## config.mk

```make
export PLATFORM = sky130hd
export DESIGN_NAME = fetch_bpred
export DESIGN_NICKNAME = d
export VERILOG_FILES = /design/src/rtl/fetch_bpred.sv
export SDC_FILE = /design/constraint.sdc
export NUM_CORES = 1
export LEC_CHECK = 0
export ABC_AREA = 1
export CAP_MARGIN = 20
export CORE_ASPECT_RATIO = 2
export CORE_MARGIN = 4
export CORE_UTILIZATION = 55
export DETAILED_ROUTE_END_ITERATION = 7
export GPL_TIMING_DRIVEN = 0
export HOLD_SLACK_MARGIN = 0.06
export PLACE_DENSITY_LB_ADDON = 0.15
export RECOVER_POWER = 100
export SLEW_MARGIN = 20
export SYNTH_ARGS = -nofsm -noshare
export SYNTH_HDL_FRONTEND = slang
export SYNTH_SLANG_ARGS = --single-unit
export TNS_END_PERCENT = 20
```

## constraint.sdc

```tcl
create_clock -name clk -period 5.95 [get_ports clk]
set_input_delay 1.19 -clock clk [delete_from_list [all_inputs] [get_ports clk]]
set_output_delay 1.19 -clock clk [all_outputs]
set_load 0.05 [all_outputs]
```

## src/rtl/fetch_bpred.sv

```systemverilog
// fetch_bpred -- fetch-stage program counter with branch prediction.
//
// This block owns the fetch PC. Every cycle it predicts the next fetch address.
// The prediction comes from a direct-mapped branch target buffer (BTB). Each
// BTB entry holds a saturating direction counter.
//
// EX-stage corrections arrive as a redirect. Redirect takes priority over the
// prediction and over stall. Resolved branches train the table through the
// upd_* port.
//
// Ports
//   clk          clock; all state updates on the rising edge
//   reset        synchronous active-high reset; dominates every other input
//   stall        hold the PC for this cycle (load-use hazard)
//   redirect     load redirect_pc (with bits [1:0] cleared) into the PC
//   redirect_pc  corrected fetch address
//   upd_valid    EX resolved a control-transfer instruction this cycle
//   upd_pc       PC of the resolved instruction
//   upd_taken    resolved direction
//   upd_target   resolved target address
//   pc           current fetch PC (registered)
//   pred_taken   BTB hit with a counter in the taken half (combinational)
//   pred_target  predicted target, or pc+4 when not predicted taken
//   next_pc      value the PC loads on the next rising edge
//   mispredicts  saturating count of redirect cycles

module fetch_bpred #(
    parameter int PC_W     = 9,
    parameter int ENTRIES  = 16,
    parameter int CTR_W    = 2,
    parameter int RESET_PC = 0,
    parameter int PERF_W   = 16
) (
    input  logic              clk,
    input  logic              reset,
    input  logic              stall,
    input  logic              redirect,
    input  logic [PC_W-1:0]   redirect_pc,
    input  logic              upd_valid,
    input  logic [PC_W-1:0]   upd_pc,
    input  logic              upd_taken,
    input  logic [PC_W-1:0]   upd_target,
    output logic [PC_W-1:0]   pc,
    output logic              pred_taken,
    output logic [PC_W-1:0]   pred_target,
    output logic [PC_W-1:0]   next_pc,
    output logic [PERF_W-1:0] mispredicts
);

    localparam int IDX_W = $clog2(ENTRIES);
    localparam int TAG_W = PC_W - IDX_W - 2;

    // Counter encodings.
    // CTR_MAX: strongest taken state.
    // CTR_WT:  weakly taken, the value given to a newly allocated entry.
    // CTR_WNT: weakly not taken, the value after reset.
    localparam logic [CTR_W-1:0] CTR_MAX = {CTR_W{1'b1}};
    localparam logic [CTR_W-1:0] CTR_WT  = CTR_W'(2 ** (CTR_W - 1));
    localparam logic [CTR_W-1:0] CTR_WNT = CTR_W'(2 ** (CTR_W - 1) - 1);

    logic [PC_W-1:0]   pc_reg;
    logic [PC_W-1:0]   pc_next;
    logic [PERF_W-1:0] mispredicts_reg;

    // Per-entry contents, gathered from the generate blocks below so that
    // they can be read with a variable index.
    logic             entry_valid  [ENTRIES];
    logic [TAG_W-1:0] entry_tag    [ENTRIES];
    logic [PC_W-1:0]  entry_target [ENTRIES];
    logic [CTR_W-1:0] entry_ctr    [ENTRIES];

    // Lookup on the current PC.
    logic [IDX_W-1:0] rd_idx;
    logic [TAG_W-1:0] rd_tag;
    logic             rd_hit;
    logic [PC_W-1:0]  pc_plus4;

    assign rd_idx   = pc_reg[IDX_W+1:2];
    assign rd_tag   = pc_reg[PC_W-1:IDX_W+2];
    assign rd_hit   = entry_valid[rd_idx] && (entry_tag[rd_idx] == rd_tag);
    assign pc_plus4 = pc_reg + PC_W'(4);   // wraps modulo 2^PC_W

    assign pred_taken  = rd_hit && entry_ctr[rd_idx][CTR_W-1];
    assign pred_target = pred_taken ? entry_target[rd_idx] : pc_plus4;

    // Update-side decode.
    logic [IDX_W-1:0] upd_idx;
    logic [TAG_W-1:0] upd_tag;
    logic             upd_hit;

    assign upd_idx = upd_pc[IDX_W+1:2];
    assign upd_tag = upd_pc[PC_W-1:IDX_W+2];
    assign upd_hit = entry_valid[upd_idx] && (entry_tag[upd_idx] == upd_tag);

    // The byte-offset bits of both incoming addresses are deliberately ignored.
    logic unused_low_bits;
    assign unused_low_bits = ^{redirect_pc[1:0], upd_pc[1:0]};

    always_comb begin
        pc_next = pred_target;
        if (reset) begin
            pc_next = PC_W'(RESET_PC);
        end else if (redirect) begin
            pc_next = {redirect_pc[PC_W-1:2], 2'b00};
        end else if (stall) begin
            pc_next = pc_reg;
        end
    end

    always_ff @(posedge clk) begin
        pc_reg <= pc_next;
        if (reset) begin
            mispredicts_reg <= '0;
        end else if (redirect && (mispredicts_reg != {PERF_W{1'b1}})) begin
            mispredicts_reg <= mispredicts_reg + PERF_W'(1);
        end
    end

    // One register set per BTB entry. All bits are reset so that no X can
    // reach the lookup path. The table is written on the clock edge, so a
    // lookup and an update to the same index in the same cycle see the old
    // contents.
    genvar gi;
    generate
        for (gi = 0; gi < ENTRIES; gi++) begin : g_entry
            logic             valid_reg;
            logic [TAG_W-1:0] tag_reg;
            logic [PC_W-1:0]  target_reg;
            logic [CTR_W-1:0] ctr_reg;
            logic             sel;

            assign sel = upd_valid && (upd_idx == IDX_W'(gi));

            always_ff @(posedge clk) begin
                if (reset) begin
                    valid_reg  <= 1'b0;
                    tag_reg    <= '0;
                    target_reg <= '0;
                    ctr_reg    <= CTR_WNT;
                end else if (sel) begin
                    if (upd_hit) begin
                        if (upd_taken) begin
                            target_reg <= upd_target;
                            if (ctr_reg != CTR_MAX) begin
                                ctr_reg <= ctr_reg + CTR_W'(1);
                            end
                        end else if (ctr_reg != '0) begin
                            ctr_reg <= ctr_reg - CTR_W'(1);
                        end
                    end else if (upd_taken) begin
                        // A miss that resolved taken replaces the entry.
                        // A miss that resolved not taken leaves it alone.
                        valid_reg  <= 1'b1;
                        tag_reg    <= upd_tag;
                        target_reg <= upd_target;
                        ctr_reg    <= CTR_WT;
                    end
                end
            end

            assign entry_valid[gi]  = valid_reg;
            assign entry_tag[gi]    = tag_reg;
            assign entry_target[gi] = target_reg;
            assign entry_ctr[gi]    = ctr_reg;
        end
    endgenerate

    assign pc          = pc_reg;
    assign next_pc     = pc_next;
    assign mispredicts = mispredicts_reg;

endmodule

```

==> results.ini <==
[routing]
drtIter0Drc = 1971
wirelength_mm = 57.9
vias = 15225
first_pass_iters = 8
via_per_inst = 6.14
drtAntennaViolNets = 0
drc = 5
wl_per_cell_um = 23.3

[run_status]
violations = DRC, setup timing
status = complete, but fails checks

[placement]
numPortBuffers = 60
place_congestion = 1.05
hpwl_mm = 41.7
dp_slack_ns = 0.571

[flow_run]
drv_cap = 0

[finish]
fillers = 2363
layout_commonest_cell = nor2_1
area_delta_synth_final_pct = 12.5
drive_gt1_share_pct = 4.24
largest_register_ffs = 144
nets = 2211
mostFrequentLayoutCells = nor2_1 (519), nand2_1 (365), o21ai_0 (353)

[worst_setup_path]
worstPathArrival_ns = 4.83
start_kind = flop
path_class = reg -> out
path_max_fanout = 10
worstSetupEndpointType = output pin
required_ns = 4.76

[yosys]
syn_nets = 2125
synth_ff_type = dfxtp_1
synthTopCellsByArea = dfxtp_1 (39%), nor2_1 (14%), o21ai_0 (13%)
ys.warnings.count = 0
yosys.area.top_type = dfxtp_1
syn-instance-count = 2090
synth_enable_flop_cells = 0
synth-seq-area-share_pct = 39.5
synthArstFlopShare_pct = 0
synthesis.area_mm2 = 0.0134
synth_top_area_share_pct = 39.5
ys_types = 42
synth-seq-cells = 265
synth_area_per_cell_um2 = 6.43

[sta]
max_slew_margin_pct = 10.9
drv_slew = 0
tightest_slew_ns = 1.33
fin_crit_sh_pct = 101
period_minus_slack_ns = 6.02
finalHoldViolCount = 0
fin_ws_ns = -0.0743
setup_violations = 2
whs_ns = 0.455
rsz0062_at_grt = no
finClkSkew_ns = 0.0176
fmax_mhz = 166

[cts]
cts_hold_buf = 0
numCtsBuffers = 25
clockBufferDepth = 3
clk_pin_slew_ns = 0.06
clk-insertion-delay-late_ns = 0.56
cts_tree = yes
ctsHtreeMaxLevel = 1
cts.sinks = 265
cts-root-buf = clkbuf_16
post-cts-setup-buffers = 0

[global_routing]
grt_max_degree = 20
grt_pass1_vias = 14502
track_usage_pct = 41.2
grt_pass1_wl_mm = 85.3
grt.overflow.total = 0
antenna_found_initial = 0

[floorplan]
dieArea_mm2 = 0.0271
start_util_pct = 56.2
chipWidth_um = 119
io_pins = 77
fp.dieH_um = 229
rows = 80
core_mm2 = 0.0239

[hold_path]
hp-class = reg -> reg

[power]
p_leak_nw = 6.59
power_per_cell_area_mw_per_mm2 = 274
ir_worst_vdd_v = 0.000254

==> cell usage after synthesis, types with 3 or more instances <==
cell type and instances:
a21oi_1 105, a221oi_1 3, a31oi_1 6, buf_1 11
buf_2 18, buf_4 9, buf_6 7, clkbuf_1 79
clkinv_1 8, dfxtp_1 265, inv_1 130, inv_2 14
nand2_1 363, nand3_1 87, nand3_2 3, nand4_1 9
nor2_1 511, nor2_2 8, nor2_4 4, nor3_1 8
nor3b_1 3, o211ai_1 11, o21ai_0 341, o21ai_1 11
o21ai_2 9, o221ai_1 8, o22ai_1 19, or2_2 9
xor2_1 11
==> report_power, final <==
part / leakage [nW] / internal (mW) / switching [mW] / total, mW
sequential: 2.14 / 1.80 / 0.0223 / 1.82
clock: 0.407 / 0.960 / 0.735 / 1.69
combinational: 4.04 / 0.149 / 0.475 / 0.624
total: 6.59 / 2.91 / 1.23 / 4.14
==> layout make-up <==
cell class                      instances  area, um^2  area share, %
Multi-Input combinational cell       1549        6910           45.7
Sequential cell                       265        5310           35.1
Clock buffer                           34         709           4.69
Timing Repair Buffer                   60         601           3.97
Inverter                              152         571           3.77
Buffer                                123         541           3.58
Tap cell                              287         359           2.38
Clock inverter                          8         118          0.778
Antenna cell                            2        5.00         0.0331
==> layer usage <==
layer / global-route usage (%) / part of all wire [%] / vias up / routed length [um]
met5: 0 / 0 / - / 0
met4: 37.8 / 12 / 0 / 6880
met3: 6.99 / 8.6 / 356 / 5000
met2: 70.4 / 47 / 992 / 27100
met1: 42.2 / 33 / 6929 / 18900
li1: - / - / 6948 / -
==> what timing repair did <==
action | CTS | global route
resized for setup | 0 | 3
endpoints found under the setup margin | 1 | 2
pin swaps | 0 | 0
==> kinds of logic (layout without fill, tap and decap cells) <==
| family | count (synthesis) | count (layout) | share of synthesized area (%) |
|---|---|---|---|
| fa+ha+maj | 2 | 2 | 0.186 |
| flops | 265 | 265 | 39.5 |
| simple gates | 1010 | 1010 | 30.2 |
| xor+xnor | 13 | 13 | 0.847 |
| compound gates | 522 | 522 | 20.6 |
| mux | 2 | 2 | 0.149 |
| buf+inv | 276 | 377 | 8.52 |
| other cells | 0 | 2 | 0 |
==> stage by stage <==
| stage | utilization, % | TNS, ns | cells | total power [mW] | instance area (um^2) |
|---|---|---|---|---|---|
| finish | 63.2 | -0.113 | 2480 | 4.14 | 15100 |
| global placement | 60.2 | 0 | 2437 | 2.46 | 14400 |
| CTS | 63.6 | 0 | 2478 | 4.12 | 15200 |
| global route | 63.2 | 0 | 2478 | 4.22 | 15100 |
| detailed placement | 60.2 | 0 | 2437 | 2.47 | 14400 |
| floorplan | - | 0 | 2090 | 2.22 | 13400 |
==> worst max-delay path: stages, from the launching register on <==
cell and delay, ns:
dfxtp_1 0.62, buf_2 0.37, buf_4 0.30, clkbuf_1 0.62, o21ai_0 0.19, o221ai_1 0.48
o2111ai_1 0.24, nand2_1 0.16, nand3_1 0.12, nand3_1 0.12, nand2_1 0.08, nand2_1 0.08
dlygate4sd3_1 0.89
==> path summary, 6_finish.rpt <==
path,to,from,depth (start not counted),slack (ns)
worst min-delay path,g_entry[14].target_reg[3],g_entry[14].target_reg[3],2,0.45
worst max register to register,g_entry[0].tag_reg[2],g_entry[14].tag_reg[0],16,2.45
worst min register to register,g_entry[14].target_reg[3],g_entry[14].target_reg[3],2,0.45
worst max-delay path,next_pc[3],pc[3],12,-0.07
Power figures use the tool's default switching activity.
